--- src/rtl/csa_64_adder.sv ---
// csa_64_adder -- registered carry-select adder computing {c_out, s} = a + b + c_in.
//
// The operands are split into WIDTH/BLOCK blocks of BLOCK bits. Block 0 is a plain ripple
// adder fed by c_in. Every higher block holds two ripple adders, one assuming carry-in 0
// and one assuming carry-in 1. The selected carry of the block below picks which result
// is used. The full sum and carry are registered once, so the latency is one cycle. A new
// operation is accepted on every cycle.
//
// Ports:
//   clk    in   1      rising-edge clock
//   reset  in   1      synchronous active-high reset; clears s and c_out
//   a      in   WIDTH  operand A, unsigned
//   b      in   WIDTH  operand B, unsigned
//   c_in   in   1      carry into bit 0
//   s      out  WIDTH  registered sum bits [WIDTH-1:0]
//   c_out  out  1      registered carry-out (bit WIDTH)
module csa_64_adder #(
   parameter int unsigned WIDTH = 64,
   parameter int unsigned BLOCK = 4
) (
   input  logic             clk,
   input  logic             reset,
   input  logic [WIDTH-1:0] a,
   input  logic [WIDTH-1:0] b,
   input  logic             c_in,
   output logic [WIDTH-1:0] s,
   output logic             c_out
);

   localparam int unsigned NumBlocks = WIDTH / BLOCK;

   // Stop elaboration if the block size does not tile the operand width exactly.
   if ((WIDTH % BLOCK) != 0 || BLOCK == 0) begin : g_bad_param
      $error("csa_64_adder: WIDTH must be a non-zero multiple of BLOCK");
   end

   // BLOCK-bit ripple adder. Result bit BLOCK is the carry-out.
   function automatic logic [BLOCK:0] ripple_add(input logic [BLOCK-1:0] x,
                                                 input logic [BLOCK-1:0] y,
                                                 input logic             ci);
      logic [BLOCK:0] res;
      logic           carry;
      logic           p;
      carry = ci;
      res   = '0;
      for (int unsigned i = 0; i < BLOCK; i++) begin
         p      = x[i] ^ y[i];
         res[i] = p ^ carry;
         carry  = (x[i] & y[i]) | (carry & p);
      end
      res[BLOCK] = carry;
      return res;
   endfunction

   // Per-block speculative results. For block 0, only the cin0 slot is used, and it is fed
   // with the real c_in.
   logic [BLOCK-1:0] sum_cin0 [NumBlocks];
   logic [BLOCK-1:0] sum_cin1 [NumBlocks];
   logic             co_cin0  [NumBlocks];
   logic             co_cin1  [NumBlocks];

   always_comb begin
      logic [BLOCK:0] r0;
      logic [BLOCK:0] r1;
      for (int unsigned k = 0; k < NumBlocks; k++) begin
         if (k == 0) begin
            r0 = ripple_add(a[k*BLOCK +: BLOCK], b[k*BLOCK +: BLOCK], c_in);
            // Block 0 has no alternate path. Tie it to the real result so that
            // nothing undriven exists.
            r1 = r0;
         end else begin
            r0 = ripple_add(a[k*BLOCK +: BLOCK], b[k*BLOCK +: BLOCK], 1'b0);
            r1 = ripple_add(a[k*BLOCK +: BLOCK], b[k*BLOCK +: BLOCK], 1'b1);
         end
         sum_cin0[k] = r0[BLOCK-1:0];
         co_cin0[k]  = r0[BLOCK];
         sum_cin1[k] = r1[BLOCK-1:0];
         co_cin1[k]  = r1[BLOCK];
      end
   end

   // Select chain. Each block's selected carry-out picks the result of the block above.
   // Both speculative paths are always fully driven, so the unused one cannot leak X.
   logic [WIDTH-1:0] s_d;
   logic             c_out_d;

   always_comb begin
      logic sel_carry;
      s_d       = '0;
      sel_carry = 1'b0;
      for (int unsigned k = 0; k < NumBlocks; k++) begin
         if (k == 0) begin
            s_d[k*BLOCK +: BLOCK] = sum_cin0[k];
            sel_carry             = co_cin0[k];
         end else if (sel_carry) begin
            s_d[k*BLOCK +: BLOCK] = sum_cin1[k];
            sel_carry             = co_cin1[k];
         end else begin
            s_d[k*BLOCK +: BLOCK] = sum_cin0[k];
            sel_carry             = co_cin0[k];
         end
      end
      c_out_d = sel_carry;
   end

   // Output register. Reset has priority and discards any in-flight result.
   logic [WIDTH-1:0] s_q;
   logic             c_out_q;

   always_ff @(posedge clk) begin
      if (reset) begin
         s_q     <= '0;
         c_out_q <= 1'b0;
      end else begin
         s_q     <= s_d;
         c_out_q <= c_out_d;
      end
   end

   assign s     = s_q;
   assign c_out = c_out_q;

endmodule

--- config.mk ---
export PLATFORM = sky130hd
export DESIGN_NAME = csa_64_adder
export DESIGN_NICKNAME = d
export VERILOG_FILES = /design/src/rtl/csa_64_adder.sv
export SDC_FILE = /design/constraint.sdc
export NUM_CORES = 1
export LEC_CHECK = 0
export CAP_MARGIN = 20
export CORE_MARGIN = 4
export CORE_UTILIZATION = 32
export DETAILED_ROUTE_END_ITERATION = 7
export PLACE_DENSITY = 0.78
export SLEW_MARGIN = 10
export SYNTH_ARGS = -nofsm -noshare
export SYNTH_HDL_FRONTEND = slang
export SYNTH_SLANG_ARGS = --single-unit
--- constraint.sdc ---
create_clock -name clk -period 25.4 [get_ports clk]
set_input_delay 2.54 -clock clk [delete_from_list [all_inputs] [get_ports clk]]
set_output_delay 2.54 -clock clk [all_outputs]
set_load 0.005 [all_outputs]
## Word-level counts from Yosys, hierarchy flattened

Index checks and enable logic that the tools add are counted.

- Bits in registers: 65
- Bits of input ports: 131
- Output and inout port bits: 65
- Logic and storage cells: 472

- Muxes and demuxes: 30
- Bitwise operators: 440

Operator list:

| kind | number |
|---|---|
| bitwise AND 1 bit | 158 |
| XOR 1 bit | 158 |
| OR 1 bit | 109 |
| 2-to-1 mux 4 bit | 15 |
| 2-to-1 mux 1 bit | 15 |
| inverter 1 bit | 15 |

## Depth between registers and ports, before layout

Gate-level depths: netlist of the first run.

- Depth in word-level cells: 24
- Depth in mapped cells: 77
- Mapped depth without buffers: 77

## Least setup slack after synthesis of the first run

OpenSTA, ideal clock, no wires.

- Path kind: input-to-reg
- From: in a[0]
- To: reg s_q[63], in the netlist s[63]
- Setup time: 64 ps
- Arrival time: 22687 ps
- Required time: 25336 ps
- Path slack: 2649 ps
- Cell stages on the path: 77
- Buffers on the path: 0
- Cell sequence: fa_1 fa_1 fa_1 inv_1 fa_1 mux2i_1 fa_1 fa_1 inv_1 fa_1 mux2i_1 fa_1 fa_1 inv_1 fa_1 mux2i_1 fa_1 fa_1 (+41 left out) fa_1 nor2_1 a21oi_1 fa_1 fa_1 fa_1 nor2_1 a21oi_1 fa_1 fa_1 fa_1 nor2_1 a21oi_1 fa_1 fa_1 inv_1 fa_1 nor2_1

- Word-level cells in the longest chain between the ends: 24
- Elaborated cells on any way between the ends: 25
- Those cells by class: mux: 15; bitwise: 10

Ends and longest elaborated chain:

| item | RTL line | text |
|---|---|---|
| start, declared | 23 | `input logic [WIDTH-1:0] a,` |
| XOR 1 bit | - |  |
| bitwise AND 1 bit | 49 | `carry = (x[i] & y[i]) \| (carry & p);` |
| OR 1 bit (*) | 49 |  |
| bitwise AND 1 bit (*) | 49 |  |
| OR 1 bit (*) | 49 |  |
| bitwise AND 1 bit (*) | 49 |  |
| OR 1 bit (*) | 49 |  |
| bitwise AND 1 bit (*) | 49 |  |
| OR 1 bit (*) | 49 |  |
| 2-to-1 mux 1 bit (*) (14 in a row) | 95 | `end else if (sel_carry) begin` |
| 2-to-1 mux 4 bit (*) | 95 |  |
| end signal, assigned | 112 | `s_q <= '0;` |
| end signal, assigned | 115 | `s_q <= s_d;` |
| end, declared | 107 | `logic [WIDTH-1:0] s_q;` |

Every way passes the cells marked *; elsewhere a longest branch is shown, timed or not.
A chain may end at the register's enable or synchronous reset.

## Worst setup path in the final report of the first run

Same ends and word-level chain as after synthesis.

==> flow_metrics.tcl, run 1 <==
set metrics [dict create \
    setup_ws_ps 1410 \
    vias_per_cell 4.10 \
    fp.dieH_um 114 \
    area_growth_syn_to_layout_pct 64.5 \
    numCtsBuffers 9 \
    fp.dieW_um 114 \
    cp.required_ps 25650 \
    rsz0062_at_grt "no" \
    worst_setup_path_end_kind "flop" \
    firstDrtPassIters 4 \
    setup_viol 0 \
    grt_pass1_wl_mm 13.7 \
    ant_nets 0 \
    vias 2683 \
    io_buffers 195 \
    drtIter0Drc 66 \
    tightest_slew_ps 657 \
    crit_fanout 3 \
    outcome "completed" \
    grt-ovfl-total 0 \
    powerDensity_nw_per_um2 54.8 \
    nets 722 \
    cts_max_path_buffers 2 \
    io_pins 196 \
    maxCapViolations 0 \
    cpMaxStageDelayCell "fa_1" \
    maxSlewViolCount 0 \
    crit_arrival_ps 24240 \
    hold_viol_final 0 \
    ys_seq_elements 65 \
    post_cts_hold_buffer_count 0 \
    p_leak_nw 2.59 \
    routed_wl_mm 8.75 \
    final.min_clock_period_ps 23990 \
    grt_use_total_pct 13.6 \
    root_buffer "clkbuf_16" \
    synth_cell_types 13 \
    postSynthCellCount 312 \
    crit_path_start_kind "input port" \
    antenna_found_initial 0 \
    dieArea_um2 13000 \
    pre_cts_ws_ps 1060 \
    seq_area_frac_synth_pct 36.1 \
    rows 38 \
    drc 0 \
    vdd_drop_max_v 0.0000378 \
    ys_warn_count 0 \
    crit_top_cell "fa_1" \
    clk_pin_slew_ps 50 \
    post_cts_resized 0 \
    start_util_pct 32.9 \
    synth_area_um2 3600 \
    cts_tree "done" \
    cts_setup_buffers 0 \
    crit_type "in2reg" \
    max_freq_mhz 41.7 \
    first_global_vias 2969 \
    grt_max_degree 66 \
    finalCritPeriodShare_pct 94.4 \
    relSlewSlack_pct 56.2 \
    place_hpwl_mm 7.48 \
    synth.avg_cell_area_um2 11.5 \
    h-tree-depth 3 \
    clkSinkCount 65 \
    drive_above_1_share_pct 3.88 \
    core_um2 10900 \
    routedWlPerCell_um 13.4 \
    syn_nets 522 \
    report.power.total_mw 0.325 \
    antenna_cells 0 \
    max_stage_delay_ps 450 \
    whs_path_depth 3 \
    fin_setup_tns_ps 0 \
    hp-class "in2reg" \
    routabilityCongestion 0.777 \
]
-- through the flow --
stage | hold WS [ps] | std cells | utilization, % | area, um2
2_1_floorplan | 2750 | 312 | - | 3600
5_1_grt | 2860 | 655 | 54.2 | 5920
3_5_place_dp | 3170 | 641 | 51.7 | 5660
6_report | 2810 | 655 | 54.2 | 5920
4_1_cts | 2830 | 655 | 54.2 | 5920
3_3_place_gp | 3140 | 641 | 51.7 | 5660
-- critical path: cells and delay by family --
kind	cells	cell delay [ps]
AND/OR/NAND/NOR	6	680
buffers and inverters	8	950
multiplexers	10	1470
adder cells (fa/ha/maj)	49	18280
AO/OA/AOI/OAI	5	330
-- report_power, final --
group | internal [mW] | total, mW | leakage (nW) | switching (mW)
clock network | 0.0703 | 0.110 | 0.129 | 0.0400
registers | 0.116 | 0.120 | 0.542 | 0.00349
logic | 0.0616 | 0.0948 | 1.92 | 0.0332
-- kinds of logic (layout without fill, tap and decap cells) --
logic type      Yosys count  after routing  share of synthesized area (%)
xor+xnor                 15             15                           3.65
mux                      10             10                           2.78
buf+inv                  68            271                           8.37
flops                    65             65                           36.1
simple gates             70             70                           10.7
fa+ha+maj                79             79                           37.7
compound gates            5              5                          0.695
-- path summary, 6_finish.rpt --
check | from | to | slack [ps]
setup / recovery | a[0] | s[63]$_SDFF_PP0_ | 1410
hold / removal | reset | s[46]$_SDFF_PP0_ | 2810
-- state kept, by name (all words and copies together) (netlist names) --
register  cells
c_out         1
s            64
-- cells in the final DEF (no fill, tap or decap), drive strengths merged --
cell type and n:
clkdlybuf4s50 194, dfxtp 65, inv 61, fa 49
nor2b 35, ha 30, nor2 28, clkbuf 14
mux2i 10, xnor2 9, and2b 7, xor2 6
a21oi 5, buf 2
-- routing by layer --
layer  routed length (um)  track usage, %  vias to the layer above  share of wire [%]
met5                    0               0                        -                  0
met4                  265            7.44                        0                3.0
met3                  797            5.07                       16                9.1
met2                 4690            25.4                      112                 54
met1                 3000            12.6                     1250                 34
li1                     -               -                     1305                  -
-- Yosys cell counts, drive strengths merged --
library cell  count  area share (%)
fa               49              27
and2b             7             1.7
dfxtp            65              36
a21oi             5            0.69
nor2             28             2.9
nor2b            35             6.1
mux2i            10             2.8
clkbuf            1            0.14
inv              61             6.4
xnor2             9             2.2
buf               6             1.9
xor2              6             1.5
ha               30              10
-- cell type report --
cell class	instances	area [um2]
inverter	61	229
fill	983	5010
multi-input combinational	179	2000
timing repair buffer	196	1950
clock buffer	14	264
tap	140	175
sequential	65	1300
(Power assumes the default switching activity.)
==> inputs of run 2 (changes only) <==
--- a/config.mk
+++ b/config.mk
@@ -14,3 +14,4 @@
 export SYNTH_ARGS = -nofsm -noshare
 export SYNTH_HDL_FRONTEND = slang
 export SYNTH_SLANG_ARGS = --single-unit
+export TNS_END_PERCENT = 30
==> results of run 2 <==
Same layout as run 1: the final DEF is identical, and so are final timing and power.
==> inputs of run 3 (changes only) <==
--- a/config.mk
+++ b/config.mk
@@ -8,8 +8,10 @@
 export CAP_MARGIN = 20
 export CORE_MARGIN = 4
 export CORE_UTILIZATION = 32
+export CTS_CLUSTER_DIAMETER = 100
 export DETAILED_ROUTE_END_ITERATION = 7
 export PLACE_DENSITY = 0.78
+export SETUP_SLACK_MARGIN = 0.02
 export SLEW_MARGIN = 10
 export SYNTH_ARGS = -nofsm -noshare
 export SYNTH_HDL_FRONTEND = slang
==> constraint.sdc (replaced) <==
create_clock -name clk -period 23.4 [get_ports clk]
set_input_delay 2.34 -clock clk [delete_from_list [all_inputs] [get_ports clk]]
set_output_delay 2.34 -clock clk [all_outputs]
set_load 0.005 [all_outputs]
==> run 3 against run 2 <==
  * Sequential power increased by 8%
  * Die area did not move
  * Critical path depth stayed put
  * Sequential share of layout area shrank 0.56 points
  * Cell area is 2.6% higher
  * Critical endpoint unchanged
  * Via count grew 1.0%
  * Largest cell class unchanged
  * Wire length fell by 0.87%
  * Hold slack got worse by 180 ps
  * Global-route usage rose by 0.14 points
  * Clock power about the same
  * Power rose by 8.1%
==> flow_metrics.tcl, run 3 (synthesis results as in run 1) <==
set metrics [dict create \
    crit_path_start_kind "input port" \
    final.min_clock_period_ps 22480 \
    max_stage_delay_ps 450 \
    nets 735 \
    setup_ws_ps 923 \
    worst_setup_path_end_kind "flop" \
    cts_tree "done" \
    crit_fanout 2 \
    dieArea_um2 13000 \
    layout_commonest_cell "clkdlybuf4s50_1" \
    firstDrtPassIters 4 \
    cpMaxStageDelayCell "clkdlybuf4s50_1" \
    max_freq_mhz 44.5 \
    vias 2710 \
    powerDensity_nw_per_um2 57.8 \
    cpLargestDelayFamily "adder cells" \
    crit_type "in2reg" \
    setup_viol 0 \
    tightest_slew_ps 651 \
    post-route-util_pct 55.6 \
    cts_max_path_buffers 2 \
    p_leak_nw 2.62 \
    drc 0 \
    clkSinkCount 65 \
    hp-class "in2reg" \
    drtIter0Drc 58 \
    ant_nets 0 \
    grt_max_degree 66 \
    cp.required_ps 23640 \
    antenna_cells 0 \
    h-tree-depth 3 \
    hold_slack_ps 2630 \
    fp.dieW_um 114 \
    finalCritPeriodShare_pct 96.1 \
    hold_viol_final 0 \
    largest_register_ff_count 64 \
    vias_per_cell 4.06 \
    maxSlewViolCount 0 \
    routed_wl_mm 8.67 \
    core_um2 10900 \
    crit_buf_inv 8 \
    outcome "completed" \
    crit_arrival_ps 22720 \
    relSlewSlack_pct 56.6 \
    rsz0062_at_grt "no" \
    place_hpwl_mm 7.44 \
    start_util_pct 32.9 \
    antenna_found_initial 0 \
    routabilityCongestion 0.770 \
    grt_pass1_wl_mm 13.9 \
    clk_pin_slew_ps 50 \
    crit_top_cell "fa_2" \
    io_buffers 195 \
    fin_setup_tns_ps 0 \
    grt-ovfl-total 0 \
    maxCapViolations 0 \
    root_buffer "clkbuf_16" \
    grt_use_total_pct 13.8 \
    io_pins 196 \
    vdd_drop_max_v 0.0000355 \
    area_growth_syn_to_layout_pct 68.8 \
    rows 38 \
    numCtsBuffers 9 \
    routedWlPerCell_um 13.0 \
    pre_cts_ws_ps -372 \
    fp.dieH_um 114 \
    first_global_vias 2987 \
    layout_common_cells "clkdlybuf4s50_1, dfxtp_1, inv_1" \
    drive_above_1_share_pct 11.7 \
]
run 3: changes by cell type in the layout (fill, tap and decap cells not counted), sizes merged:
cell    before  now
buf          2   15
clkbuf      14   13
clkinv       0    1
run 3: final timing paths:
check / cells after the start / end / slack, ps / from
min: 3 / c_out$_SDFF_PP0_ / 2630 / reset
max: 78 / s[63]$_SDFF_PP0_ / 920 / a[0]
run 3: area by class of cell:
cell class / count / area, um2
Tap cell: 140 / 175
Clock buffer: 13 / 240
Fill cell: 946 / 4860
Multi-Input combinational cell: 179 / 2070
Sequential cell: 65 / 1300
Timing Repair Buffer: 209 / 2050
Inverter: 61 / 229
Clock inverter: 1 / 5.00
run 3: through the flow:
stage	power (mW)	instances	area [um2]
3_5_place_dp	0.239	651	5730
4_1_cts	0.355	665	5990
6_report	0.351	668	6080
5_1_grt	0.373	668	6080
3_3_place_gp	0.235	651	5730
2_1_floorplan	0.172	312	3600
run 3: where the power goes:
part           internal (mW)  total, mW  switching, mW  leakage [nW]
Sequential             0.126      0.130        0.00367         0.542
Combinational         0.0706      0.108         0.0373          1.96
Clock                 0.0703      0.113         0.0431         0.120
run 3: repair_timing:
item                                    in CTS  in global routing
hold buffers                                 0                  0
pin swaps                                    0                  7
buffers inserted                             0                  3
gates resized for setup                      3                 27
endpoints found under the setup margin       1                  4
run 3: metal layers:
metal  track usage [%]  wire [um]
met2              24.4       4560
met1              14.3       3070
met5                 0          0
met3              4.49        768
met4              7.52        265
run 3: tightest hold or removal path, stage by stage:
cell and delay, ps:
buf_2 90, buf_4 320, nor2_1 150
